--- config.mk ---
export PLATFORM = sky130hd
export DESIGN_NAME = irq_ctrl_flat
export DESIGN_NICKNAME = d
export VERILOG_FILES = /design/src/rtl/irq_ctrl_if.sv /design/src/rtl/irq_ctrl.sv /design/src/flat_wrapper.sv
export SDC_FILE = /design/constraint.sdc
export NUM_CORES = 1
export LEC_CHECK = 0
export ABC_CLOCK_PERIOD_IN_PS = 2900
export BUFFER_PORTS_ARGS = -buffer_cell sky130_fd_sc_hd__buf_2
export CAP_MARGIN = 30
export CORE_MARGIN = 5
export CORE_UTILIZATION = 51
export DETAILED_ROUTE_END_ITERATION = 10
export GPL_ROUTABILITY_DRIVEN = 0
export PLACE_DENSITY_LB_ADDON = 0.05
export SLEW_MARGIN = 20
export SYNTH_ARGS = -nofsm -noshare
export SYNTH_HDL_FRONTEND = slang
export SYNTH_SLANG_ARGS = --single-unit
--- constraint.sdc ---
create_clock -name clk -period 2.9 [get_ports clk]
set_clock_uncertainty 0.1 [all_clocks]
set_input_delay 0 -clock clk [delete_from_list [all_inputs] [get_ports clk]]
set_output_delay 0 -clock clk [all_outputs]
set_load 0.02 [all_outputs]
--- src/rtl/irq_ctrl_if.sv ---
// Bus bundle between CP0-side logic / devices and the external interrupt controller.
// The master side drives requests and strobes; the controller (slave) drives status.
interface irq_ctrl_if #(
    parameter int N_IRQ = 8,
    parameter int ID_W  = 3
);
    logic [N_IRQ-1:0] irq_in;
    logic             mask_we;
    logic [N_IRQ-1:0] mask_wdata;
    logic [N_IRQ-1:0] pend_clr;
    logic             ir_taken;
    logic             eret;
    logic             ir_out;
    logic [ID_W-1:0]  ir_id;
    logic             busy;
    logic [N_IRQ-1:0] pending;
    logic [N_IRQ-1:0] mask;

    modport master (
        output irq_in, mask_we, mask_wdata, pend_clr, ir_taken, eret,
        input  ir_out, ir_id, busy, pending, mask
    );

    modport slave (
        input  irq_in, mask_we, mask_wdata, pend_clr, ir_taken, eret,
        output ir_out, ir_id, busy, pending, mask
    );
endinterface

--- src/rtl/irq_ctrl.sv ---
// External interrupt controller: edge-latched pending, mask, fixed priority,
// and a request/service handshake that holds ir_out low until ERET retires.
module irq_ctrl #(
    parameter int N_IRQ = 8,
    parameter int ID_W  = 3
) (
    input  logic          clk,
    input  logic          rst,
    irq_ctrl_if.slave     bus
);
    typedef enum logic [1:0] {
        IDLE    = 2'd0,
        REQ     = 2'd1,
        SERVICE = 2'd2
    } state_t;

    state_t           state_q, state_d;
    logic [N_IRQ-1:0] prev_q;
    logic [N_IRQ-1:0] pend_q, pend_d;
    logic [N_IRQ-1:0] mask_q, mask_d;
    logic [ID_W-1:0]  id_q, id_d;
    logic             irout_q, busy_q;

    logic [N_IRQ-1:0] edges;
    logic [N_IRQ-1:0] eligible;
    logic [N_IRQ-1:0] take_clr;
    logic [ID_W-1:0]  sel;
    logic             take;

    assign edges    = bus.irq_in & ~prev_q;
    assign eligible = pend_q & mask_q;
    assign take     = (state_q == REQ) && bus.ir_taken;

    // Scan downward so the lowest set index ends up winning.
    always_comb begin
        sel = '0;
        for (int i = N_IRQ - 1; i >= 0; i--) begin
            if (eligible[i]) sel = ID_W'(i);
        end
    end

    always_comb begin
        take_clr = '0;
        if (take) take_clr[id_q] = 1'b1;
        pend_d = (pend_q & ~(bus.pend_clr | take_clr)) | edges;
        mask_d = bus.mask_we ? bus.mask_wdata : mask_q;
    end

    always_comb begin
        state_d = state_q;
        id_d    = id_q;
        unique case (state_q)
            IDLE: begin
                if (eligible != '0) begin
                    id_d    = sel;
                    state_d = REQ;
                end
            end
            REQ: begin
                if (bus.ir_taken)
                    state_d = SERVICE;
                else if (!mask_q[id_q] || !pend_q[id_q])
                    state_d = IDLE;
            end
            SERVICE: begin
                if (bus.eret) state_d = IDLE;
            end
            default: state_d = IDLE;
        endcase
    end

    always_ff @(posedge clk) begin
        if (rst) begin
            state_q <= IDLE;
            prev_q  <= '0;
            pend_q  <= '0;
            mask_q  <= '0;
            id_q    <= '0;
            irout_q <= 1'b0;
            busy_q  <= 1'b0;
        end else begin
            state_q <= state_d;
            prev_q  <= bus.irq_in;
            pend_q  <= pend_d;
            mask_q  <= mask_d;
            id_q    <= id_d;
            irout_q <= (state_d == REQ);
            busy_q  <= (state_d == SERVICE);
        end
    end

    assign bus.ir_out  = irout_q;
    assign bus.ir_id   = id_q;
    assign bus.busy    = busy_q;
    assign bus.pending = pend_q;
    assign bus.mask    = mask_q;
endmodule

--- src/flat_wrapper.sv ---
// flat-port wrapper written by rule: the top's interface ports become plain ports
module irq_ctrl_flat 
#(
    parameter int N_IRQ = 8,
    parameter int ID_W  = 3
)
  (clk, rst, bus_irq_in, bus_mask_we, bus_mask_wdata, bus_pend_clr, bus_ir_taken, bus_eret, bus_ir_out, bus_ir_id, bus_busy, bus_pending, bus_mask);
  irq_ctrl_if #(.N_IRQ(N_IRQ), .ID_W(ID_W)) bus_i ();
  input  logic clk;
  input  logic rst;
  input wire logic [$bits(bus_i.irq_in)-1:0] bus_irq_in;
  input wire logic [$bits(bus_i.mask_we)-1:0] bus_mask_we;
  input wire logic [$bits(bus_i.mask_wdata)-1:0] bus_mask_wdata;
  input wire logic [$bits(bus_i.pend_clr)-1:0] bus_pend_clr;
  input wire logic [$bits(bus_i.ir_taken)-1:0] bus_ir_taken;
  input wire logic [$bits(bus_i.eret)-1:0] bus_eret;
  output wire logic [$bits(bus_i.ir_out)-1:0] bus_ir_out;
  output wire logic [$bits(bus_i.ir_id)-1:0] bus_ir_id;
  output wire logic [$bits(bus_i.busy)-1:0] bus_busy;
  output wire logic [$bits(bus_i.pending)-1:0] bus_pending;
  output wire logic [$bits(bus_i.mask)-1:0] bus_mask;
  assign bus_i.irq_in = bus_irq_in;
  assign bus_i.mask_we = bus_mask_we;
  assign bus_i.mask_wdata = bus_mask_wdata;
  assign bus_i.pend_clr = bus_pend_clr;
  assign bus_i.ir_taken = bus_ir_taken;
  assign bus_i.eret = bus_eret;
  assign bus_ir_out = bus_i.ir_out;
  assign bus_ir_id = bus_i.ir_id;
  assign bus_busy = bus_i.busy;
  assign bus_pending = bus_i.pending;
  assign bus_mask = bus_i.mask;
  irq_ctrl #(.N_IRQ(N_IRQ), .ID_W(ID_W)) u_core (.clk(clk), .rst(rst), .bus(bus_i));
endmodule
==> metrics.md, run 1 <==
| Metric | Value |
|---|---|
| RSZ-0062 raised after global routing | no |
| Vias in the first global route | 1,310 |
| Worst-Margin Slew | 507.4 ps |
| Crit-path max cell delay | 560 ps |
| Synth Area in Compound Gates | 21.32% |
| Slowest CP cell | dlygate4sd3_1 |
| Top-count cell post-synth | dfxtp_1 |
| Maximum VDD drop | 0.4264 mV |
| Post-synth EDFFs | 0 |
| Global-route wire length before repair | 5789 um |
| Max Buffers Root-to-Sink | 2 |
| Port bufs | 49 |
| Synth cell types | 33 |
| Post-Synth Simple-Gate Area | 15.74% |
| Final setup fails | 0 |
| Cells after Synth | 141 |
| Synthesized area | 1344 um^2 |
| Post-synth ARST share | 0% |
| Post-synth top area share | 46.18% |
| Die height | 61.33 um |
| TritonCTS clock tree | yes |
| Setup TNS | 0 ps |
| Mux contribution to synthesized area | 10.89% |
| Remaining Overflow, GRT | 0 |
| Status | finished, final reports clean |
| R2r setup slk | 1270 ps |
| Synth Net Count | 170 |
| Worst-path maximum fanout | 6 |
| Syn Area/Cell | 9.530 um^2 |
| Synthesis-stage register bit count | 31 |
| Via Count | 1,336 |
| Post-DRT Antenna Nets | 0 |
| Main flop type after synthesis | dfxtp_1 |
| Leak | 0.9006 nW |
| Largest net degree at the start of global routing | 34 |
| CP Data Required Time | 3070 ps |
| Setup crit start | u_core.state_q[1] |
| Layout cells sized above 1 | 26.46% |
| Crit path capture type | register |
| Die width | 61.33 um |
| Area Overhead vs Synth | 45.90% |
| WS Path Type | register to register |
| Post-DR vias/cell | 5.281 |
| Final hold violations | 0 |
| CTS buffer count | 5 |
| Most frequent cells after synthesis | 31 x dfxtp_1, 17 x nor2_1, 10 x inv_1 |
| Diode count | 0 |
| Total power | 891.4 uW |
| Cells on worst reg2reg path | 3 |
| Clk_lat worst skew | 330 ps |
| Final core occ | 78.43% |
| Max Fclk | 612.7 MHz |
| Htree depth | 2 |
| Ys Warns | 0 |
| Clk root buf | clkbuf_4 |
| Fin crit period | 1632 ps |
| Pwr dens | 454.7 nW/um^2 |
| Sink Count | 31 |
| Arr. time, crit path | 1800 ps |
| Number of top-level pins | 50 |
| Residual DRC count | 0 |
| Reg-to-Reg End | u_core.bus.busy |
| Rel. slew slack | 66.17% |
| FF-to-FF Start | u_core.state_q[1] |
| Drt first-iter violations | 51 |
| Seq/Total Area, Yosys | 46.18% |
| Placed cell count | 214 |
| Initial Utilization | 53.75% |
| Rows | 18 |
| Final WL | 3688 um |
| Post-Layout Cell Count | 253 |
| MaxCap Viol Count | 0 |
| Reg clk slew, reported paths | 90 ps |
| Hold Slack | 11.62 ps |
| Gr usage total | 21.52% |
| CP endpoint | u_core.bus.busy |
| Die footprint | 3761 um^2 |
| Synth area leaders | dfxtp_1 46%, mux2i_1 6.7%, nor2_1 4.7%, nand2b_1 4.2%, o21ai_1 3.4% |
| Xor and xnor area share after synthesis | 0% |
| Min-delay worst type | input port to register |
| Final Max Tran Viols | 0 |
| Core footprint | 2500 um^2 |
| Detailed placement HPWL | 2390 um |
| Fin nets | 253 |
| Critical path, cell by cell | or3b_1 -> a21oi_1 -> dlygate4sd3_1 |
| First drt pass iteration count | 5 |
| Final Cycle Share | 56.28% |
| Synth Area in Adders | 0% |
| Critical Path Start Type | register |
| WL/cell | 14.58 um |
| Largest family of logic cells by synthesized area | compound AO/OA/AOI/OAI gates |
| Postcts setup bufs | 0 |
| Initial antenna violation count | 0 |
| Largest area contributor in the netlist | dfxtp_1 |
worst min path at each step:
stage	to	slack [ps]	startpoint	cells past startpoint
global placement	u_core.prev_q[6]	110	bus_irq_in[6]	3
global route	u_core.bus.mask[5]	20	bus_mask_we	3
CTS	u_core.bus.mask[5]	9	bus_mask_we	3
floorplan	u_core.prev_q[0]	20	bus_irq_in[0]	2
finish	u_core.bus.mask[0]	10	rst	2
detailed placement	u_core.prev_q[3]	120	bus_irq_in[3]	3
flip-flops by register name, indices dropped and copies added, names as in the netlist:
register and cells:
u_core.bus.pending 8, u_core.state_q 2, u_core.bus.ir_out 1, u_core.bus.ir_id 3, u_core.bus.busy 1, u_core.prev_q 8, u_core.bus.mask 8
cell type report:
class	count	area, um^2
multi-input combinational	93	644.4
sequential	31	620.6
timing repair buffer	82	575.6
fill	190	539.3
clock buffer	6	41.29
inverter	11	41.29
tap	30	37.54
through the flow:
stage	setup WS, ps	instance area [um^2]
global placement	1407	1589
floorplan	1340	1344
finish	1268	1961
detailed placement	1345	1589
CTS	1281	1961
global route	1153	1961
critical path: cells and delay by family (launching register included):
family | cells | cell delay (ps)
and+or+nand+nor | 1 | 380
AOI/OAI and AO/OA | 1 | 140
DFF | 1 | 400
buffers and inverters | 1 | 560
layer usage:
| layer | part of all wire [%] | up-vias | global-route usage (%) |
|---|---|---|---|
| li1 | - | 667 | - |
| met1 | 39 | 611 | 23.09 |
| met2 | 51 | 53 | 39.73 |
| met3 | 8.6 | 5 | 7.338 |
| met4 | 1.2 | 0 | 6.364 |
| met5 | 0 | - | 0 |
where the power goes:
| part | leakage (nW) | switching (mW) | internal, mW |
|---|---|---|---|
| Sequential | 0.256 | 0.0348 | 0.454 |
| Combinational | 0.620 | 0.0869 | 0.0955 |
| Clock | 0.0242 | 0.134 | 0.0860 |
| Total | 0.901 | 0.256 | 0.635 |
cell usage in the layout (no fill, tap or decap), types with 2 or more instances in the layout:
cell type,instances
buf_2,49
dlygate4sd3_1,33
dfxtp_1,31
nor2_1,17
inv_1,10
nand2b_1,9
nand2_1,9
o21ai_1,9
mux2i_1,9
o211ai_1,6
clkbuf_4,5
a22o_1,4
a21oi_1,3
nand3b_1,2
o311ai_1,2
o21ai_0,2
a31oi_1,2
mux4_2,2
o2bb2ai_1,2
a32o_1,2
kinds of logic after synthesis:
| family | after synthesis |
|---|---|
| compound gates | 38 |
| buf+inv | 17 |
| flops | 31 |
| mux | 12 |
| simple gates | 43 |
timing repair:
item | CTS | global route
resized for setup | 0 | 0
hold endpoints to repair | 26 | 0
hold buffers | 33 | 0
setup endpoints to repair | 0 | 0
Note: power is estimated with default switching activity, not from simulation.
==> run 2: changes to the inputs <==
- ABC_CLOCK_PERIOD_IN_PS: 2900 -> 1450
- CORE_UTILIZATION: 51 -> 43
- clock period: 2.9 -> 1.45 ns (I/O delays scaled with it)
==> run 2 against run 1 <==
The run now ends with negative hold slack, negative setup slack left. Sequential power increased by 99%. Non-clock buffer count is 19 higher. Critical path type unchanged. Via count is 9.3% higher. Wire length increased by 9.5%. Critical endpoint is now u_core.state_q[0].
==> metrics.md, run 2 (same netlist as run 1, synthesis figures left out) <==
| Metric | Value |
|---|---|
| WS Path Type | register to register (unchanged) |
| Sw power | 566.4 uW (was 256.2 uW) |
| Die height | 65.90 um (was 61.33 um) |
| Grt peak-use layer | met2 (unchanged) |
| Crit path capture type | register (unchanged) |
| FF-to-FF Start | u_core.bus.pending[2] (was u_core.state_q[1]) |
| Fill cells | 236 (was 190) |
| Comb power frac | 24.2% (was 20.5%) |
| Setup slack at placement | -5.859 ps (was 1345 ps) |
| Die width | 65.90 um (was 61.33 um) |
| TritonCTS clock tree | yes (unchanged) |
| Max Buffers Root-to-Sink | 2 (unchanged) |
| Rel. slew slack | 78.08% (was 66.17%) |
| Global-route wire length before repair | 6520 um (was 5789 um) |
| Min-delay worst type | input port to register (unchanged) |
| Crit-path max cell delay | 380 ps (was 560 ps) |
| MaxCap Viol Count | 0 (unchanged) |
| Cells on worst reg2reg path | 4 (was 3) |
| Routing usage on met1 | 23.55% (was 23.09%) |
| CP Data Required Time | 1560 ps (was 3070 ps) |
| Sink Count | 31 (unchanged) |
| Gr usage total | 19.71% (was 21.52%) |
| Switching power share of the total | 29.79% (was 28.73%) |
| Worst-path maximum fanout | 5 (was 6) |
| Die footprint | 4343 um^2 (was 3761 um^2) |
| Max Fclk | 670.9 MHz (was 612.7 MHz) |
| Worst-Margin Slew | 328.8 ps (was 507.4 ps) |
| Diode count | 0 (unchanged) |
| Min-Delay Startpoint | bus_mask_we (was rst) |
| Buf/Inv on CP | 1 (unchanged) |
| Finished Cell Area | 2256 um^2 (was 1961 um^2) |
| Reg power frac | 51.2% (was 54.8%) |
| Post-DP Area | 1667 um^2 (was 1589 um^2) |
| Final Cycle Share | 102.8% (was 56.28%) |
| R2r setup slk | -40 ps (was 1270 ps) |
| Final hold violations | 1 (was 0) |
| Fin crit period | 1491 ps (was 1632 ps) |
| Final WL | 4038 um (was 3688 um) |
| Clk root buf | clkbuf_4 (unchanged) |
| Final setup fails | 3 (was 0) |
| Slowest CP cell | dfxtp_4 (was dlygate4sd3_1) |
| Detailed placement HPWL | 2596 um (was 2390 um) |
| Via Count | 1,460 (was 1,336) |
| CTS buffer count | 5 (unchanged) |
| Internal power | 1.335 mW (was 635.3 uW) |
| First drt pass iteration count | 4 (was 5) |
| Clock power frac | 24.7% (about the same) |
| Fin nets | 272 (was 253) |
| Failing checks | negative hold slack, negative setup slack |
| Initial antenna violation count | 0 (unchanged) |
| Layout cells sized above 1 | 45.90% (was 26.46%) |
| Remaining Overflow, GRT | 0 (unchanged) |
| Post-DRT Antenna Nets | 0 (unchanged) |
| Vias in the first global route | 1,456 (was 1,310) |
| Hold Path Depth | 3 (was 2) |
| CP Depth | 4 (was 3) |
| Number of top-level pins | 50 (unchanged) |
| GR Util met2 | 32.54% (was 39.73%) |
| Met3 Use GR | 5.612% (was 7.338%) |
| Drt first-iter violations | 56 (was 51) |
| Leak | 1.069 nW (was 0.9006 nW) |
| Status | finished, violations left (was finished, final reports clean) |
| Pwr dens | 842.7 nW/um^2 (was 454.7 nW/um^2) |
| Setup ws final | -40.55 ps (was 1268 ps) |
| Final Max Tran Viols | 0 (unchanged) |
| Post-DR vias/cell | 5.069 (was 5.281) |
| Area Overhead vs Synth | 67.88% (was 45.90%) |
| Maximum VDD drop | 0.4980 mV (was 0.4264 mV) |
| Clk_lat worst skew | 330 ps (about the same) |
| Commonest non-fill, non-tap cell in the layout | buf_2 (unchanged) |
| Htree depth | 2 (unchanged) |
| Worst Hold End | u_core.bus.mask[6] (was u_core.bus.mask[0]) |
| Reg-to-Reg End | u_core.state_q[0] (was u_core.bus.busy) |
| Critical Path Start Type | register (unchanged) |
| Rows | 20 (was 18) |
| Largest net degree at the start of global routing | 33 (was 34) |
| Port bufs | 49 (unchanged) |
| Residual DRC count | 0 (unchanged) |
| Critical path, cell by cell | a22o_4 -> o41ai_4 -> buf_4 -> o2bb2ai_2 (was or3b_1 -> a21oi_1 -> dlygate4sd3_1) |
| Reg clk slew, reported paths | 100 ps (was 90 ps) |
| Hold Slack | -6.304 ps (was 11.62 ps) |
| Arr. time, crit path | 1600 ps (was 1800 ps) |
| Core footprint | 3028 um^2 (was 2500 um^2) |
| RSZ-0062 raised after global routing | yes (was no) |
| WL/cell | 14.02 um (was 14.58 um) |
| Initial Utilization | 44.38% (was 53.75%) |
| Commonest cells after routing, fill and taps aside | 49 x buf_2, 31 x dlygate4sd3_1, 20 x buf_4 (was 49 x buf_2, 33 x dlygate4sd3_1, 31 x dfxtp_1) |
| Cell family with the largest share of critical-path delay | compound AO/OA/AOI/OAI gates (was buffers and inverters) |
## run 2: cell types whose count changed in the layout (fill, tap and decap cells not counted), moves of 3 or more
cell / previous run / this run
buf_4: 0 / 20
dfxtp_1: 31 / 14
dfxtp_2: 0 / 10
dfxtp_4: 0 / 7
clkinv_2: 0 / 3
nand2_1: 9 / 6
## run 2: how the worst max path moves through the flow
stage,startpoint,to,slack (ps)
after floorplan,u_core.bus.ir_id[0],u_core.bus.ir_out,-4
after global placement,u_core.bus.pending[3],u_core.state_q[0],30
after detailed placement,u_core.bus.pending[0],u_core.bus.ir_id[0],-6
after CTS,u_core.bus.mask[6],u_core.bus.ir_id[0],0.4
after global routing,u_core.bus.pending[2],u_core.bus.ir_id[0],-80
final,u_core.bus.pending[2],u_core.state_q[0],-40
## run 2: power groups by stage
| stage | combinational (mW) | sequential (mW) | clock [mW] |
|---|---|---|---|
| 2_1_floorplan | 0.152 | 1.02 | 0 |
| 3_3_place_gp | 0.316 | 0.982 | 0 |
| 3_5_place_dp | 0.320 | 0.985 | 0 |
| 4_1_cts | 0.401 | 0.967 | 0.498 |
| 5_1_grt | 0.501 | 0.983 | 0.542 |
| 6_report | 0.459 | 0.973 | 0.469 |
## run 2: layout make-up
cell class                      count  area, um^2  area share [%]
Tap cell                           44       55.05           2.440
Multi-Input combinational cell     93       729.5           32.34
Sequential cell                    31       659.4           29.23
Timing Repair Buffer              101       718.2           31.84
Clock inverter                      3       15.01          0.6656
Clock buffer                        5       37.54           1.664
Inverter                           11       41.29           1.830
## run 2: per-layer routing
layer | part of all wire, % | vias up | wire length [um]
met5 | 0 | - | 0
met4 | 2.1 | 0 | 85
met3 | 6.7 | 8 | 270
met2 | 48 | 60 | 1944
met1 | 43 | 676 | 1739
li1 | - | 716 | -
## run 2: worst register-to-register path: cells and delay by family (launching register included)
| family | cells | cell delay, ps |
|---|---|---|
| flip-flops | 1 | 380 |
| buffers and inverters | 1 | 200 |
| AO/OA/AOI/OAI | 3 | 690 |
## run 2: what timing repair did
action                                  4_1_cts  5_1_grt
pin swaps                                     4        5
setup buffers                                 1       12
endpoints found under the setup margin        3       10
hold buffers                                 34        0
gates resized for setup                       8       28
endpoints found under the hold margin        27        0
## run 2: metrics by stage
step	power [mW]	hold WS, ps	TNS (ps)	util [%]	instances
floorplan	1.174	21.49	-7.928	-	141
global placement	1.298	111.7	0	55.04	235
detailed placement	1.305	115.7	-10.42	55.04	235
CTS	1.866	2.556	0	68.64	278
global route	2.026	0.7538	-251.8	74.50	288
finish	1.901	-6.304	-110.9	74.50	288
==> run 3: changes to the inputs <==
==> constraint.sdc (replaced) <==
create_clock -name clk -period 1.45 [get_ports clk]
set_clock_uncertainty 0.1 [all_clocks]
set_input_delay 0.145 -clock clk [delete_from_list [all_inputs] [get_ports clk]]
set_output_delay 0.145 -clock clk [all_outputs]
set_load 0.02 [all_outputs]
==> run 3 against run 2 <==
Count of clock-buffer cells in the layout is the same. Critical path depth is the same. Utilization shrank 3.0 points. Largest power group unchanged. Critical endpoint is now u_core.bus.ir_id[0]. Clock power grew 3%. Largest cell class unchanged. Die area is the same. Critical path type unchanged. Total power shrank 0.77%. Combinational power shrank 5.7%. Sequential power is essentially flat. Maximum frequency grew 0.15%. Highest routed layer unchanged. The flow finishes with violations (negative setup slack). Register-to-register slack is essentially flat.
==> metrics.md, run 3 (same netlist as run 1, synthesis figures left out) <==
| Metric | Value |
|---|---|
| First drt pass iteration count | 4 (unchanged) |
| MaxCap Viol Count | 0 (unchanged) |
| WL/cell | 14.30 um (was 14.02 um) |
| Post-DP Area | 1667 um^2 (unchanged) |
| Largest net degree at the start of global routing | 33 (unchanged) |
| GR Util met2 | 31.54% (was 32.54%) |
| Commonest cells after routing, fill and taps aside | 49 x buf_2, 24 x dlygate4sd3_1, 20 x buf_4 (was 49 x buf_2, 31 x dlygate4sd3_1, 20 x buf_4) |
| Via Count | 1,417 (was 1,460) |
| Port bufs | 49 (unchanged) |
| Sw power | 572.1 uW (was 566.4 uW) |
| WS Path Type | register to register (unchanged) |
| Sink Count | 31 (unchanged) |
| Grt peak-use layer | met2 (unchanged) |
| Multi-input combinational cell area | 720.7 um^2 (was 729.5 um^2) |
| Rel. slew slack | 78.79% (was 78.08%) |
| Global-route wire length before repair | 6354 um (was 6520 um) |
| Pwr dens | 870.9 nW/um^2 (was 842.7 nW/um^2) |
| Internal power | 1.314 mW (was 1.335 mW) |
| Remaining Overflow, GRT | 0 (unchanged) |
| Initial Utilization | 44.38% (unchanged) |
| Worst-path maximum fanout | 4 (was 5) |
| Crit path capture type | register (unchanged) |
| Vias in the first global route | 1,403 (was 1,456) |
| Maximum VDD drop | 0.4967 mV (was 0.4980 mV) |
| TritonCTS clock tree | yes (unchanged) |
| Die footprint | 4343 um^2 (unchanged) |
| Setup slack at placement | -5.859 ps (unchanged) |
| Slowest CP cell | o41ai_4 (was dfxtp_4) |
| Max Fclk | 671.9 MHz (was 670.9 MHz) |
| Post-DRT Antenna Nets | 0 (unchanged) |
| Comb power frac | 22.9% (was 24.2%) |
| Register Area | 660.6 um^2 (was 659.4 um^2) |
| Arr. time, crit path | 1610 ps (was 1600 ps) |
| Routing usage on met1 | 23.21% (was 23.55%) |
| Critical Path Start Type | register (unchanged) |
| Reg power frac | 51.5% (was 51.2%) |
| Diode count | 0 (unchanged) |
| Clock power frac | 25.6% (was 24.7%) |
| Max Buffers Root-to-Sink | 2 (unchanged) |
| Leak | 1.028 nW (was 1.069 nW) |
| Residual DRC count | 0 (unchanged) |
| Min-delay worst type | input port to register (unchanged) |
| Final WL | 4005 um (was 4038 um) |
| Clk_lat worst skew | 340 ps (was 330 ps) |
| Reg clk slew, reported paths | 110 ps (was 100 ps) |
| Failing checks | negative setup slack (was negative hold slack, negative setup slack) |
| Setup ws final | -38.27 ps (was -40.55 ps) |
| Post-DR vias/cell | 5.061 (was 5.069) |
| Met3 Use GR | 5.612% (unchanged) |
| Die width | 65.90 um (unchanged) |
| Die height | 65.90 um (unchanged) |
| Htree depth | 2 (unchanged) |
| Clk root buf | clkbuf_4 (unchanged) |
| Final Cycle Share | 102.6% (was 102.8%) |
| Drt first-iter violations | 37 (was 56) |
| CP Data Required Time | 1570 ps (was 1560 ps) |
| Rows | 20 (unchanged) |
| Layout cells sized above 1 | 47.46% (was 45.90%) |
| Final hold violations | 0 (was 1) |
| Finished Cell Area | 2166 um^2 (was 2256 um^2) |
| Initial antenna violation count | 0 (unchanged) |
| Final setup fails | 3 (unchanged) |
| Fin crit period | 1488 ps (was 1491 ps) |
| Switching power share of the total | 30.33% (was 29.79%) |
| Commonest non-fill, non-tap cell in the layout | buf_2 (unchanged) |
| Crit-path max cell delay | 380 ps (about the same) |
| Gr usage total | 19.31% (was 19.71%) |
| CTS buffer count | 5 (unchanged) |
| Detailed placement HPWL | 2596 um (unchanged) |
| Fin nets | 264 (was 272) |
| Status | finished, violations left (unchanged) |
| Final Max Tran Viols | 0 (unchanged) |
| Critical path, cell by cell | a22o_1 -> o41ai_4 -> buf_4 -> o41ai_2 (was a22o_4 -> o41ai_4 -> buf_4 -> o2bb2ai_2) |
| Worst-Margin Slew | 318.1 ps (was 328.8 ps) |
| RSZ-0062 raised after global routing | yes (unchanged) |
| Fill cells | 247 (was 236) |
| Number of top-level pins | 50 (unchanged) |
| Core footprint | 3028 um^2 (unchanged) |
| Area Overhead vs Synth | 61.17% (was 67.88%) |
## run 3: changes by cell type in the layout (fill, tap and decap cells not counted)
cell / delta
dfxtp_2: +1
dlygate4sd3_1: -7
dfxtp_1: -1
a22o_1: +1
dlymetal6s4s_1: -1
a22o_4: -1
## run 3: power groups by stage
stage / registers [mW] / clock network (mW) / logic [mW]
2_1_floorplan: 1.02 / 0 / 0.152
3_3_place_gp: 0.982 / 0 / 0.316
3_5_place_dp: 0.985 / 0 / 0.320
4_1_cts: 0.967 / 0.498 / 0.371
5_1_grt: 0.982 / 0.549 / 0.474
6_report: 0.972 / 0.482 / 0.433
## run 3: critical path, delay by kind of cell, from the launching register on
family                 cells  cell delay (ps)
AOI/OAI and AO/OA          3              710
DFF                        1              370
buffers and inverters      1              190
## run 3: final cells by class
type / instances / area share, %
clock buffer: 5 / 1.733
timing repair buffer: 93 / 29.35
clock inverter: 3 / 0.6932
multi-input combinational: 93 / 33.28
sequential: 31 / 30.50
tap: 44 / 2.542
inverter: 11 / 1.906
## run 3: per-layer routing
metal | wire (um) | vias to the layer above | part of all wire, %
li1 | - | 702 | -
met1 | 1708 | 650 | 43
met2 | 1911 | 55 | 48
met3 | 291 | 10 | 7.3
met4 | 93 | 0 | 2.3
met5 | 0 | - | 0
## run 3: what timing repair did
| item | in CTS | in global routing |
|---|---|---|
| hold buffers | 23 | 1 |
| pin swaps | 4 | 4 |
| resized for setup | 8 | 27 |
| buffers inserted | 1 | 12 |
| endpoints found under the setup margin | 3 | 6 |
| hold endpoints to repair | 24 | 1 |
## run 3: through the flow
stage | total power, mW | cells | setup TNS, ps | util [%] | hold slack (ps)
2_1_floorplan | 1.174 | 141 | -7.928 | - | 166.5
3_3_place_gp | 1.298 | 235 | 0 | 55.04 | 256.7
3_5_place_dp | 1.305 | 235 | -10.42 | 55.04 | 260.7
4_1_cts | 1.837 | 267 | 0 | 65.00 | 6.180
5_1_grt | 2.005 | 280 | -271.1 | 71.53 | 28.03
6_report | 1.886 | 280 | -95.65 | 71.53 | 6.712
## run 3: path summary, 6_finish.rpt
kind                            depth (start not counted)  slack, ps          startpoint                     to
worst max-delay path                                    4        -40  u_core.bus.mask[1]    u_core.bus.ir_id[0]
worst min-delay path                                    4          7     bus_pend_clr[7]  u_core.bus.pending[7]
worst max register to register                          4        -40  u_core.bus.mask[1]    u_core.bus.ir_id[0]
worst min register to register                          1        300    u_core.prev_q[6]  u_core.bus.pending[6]
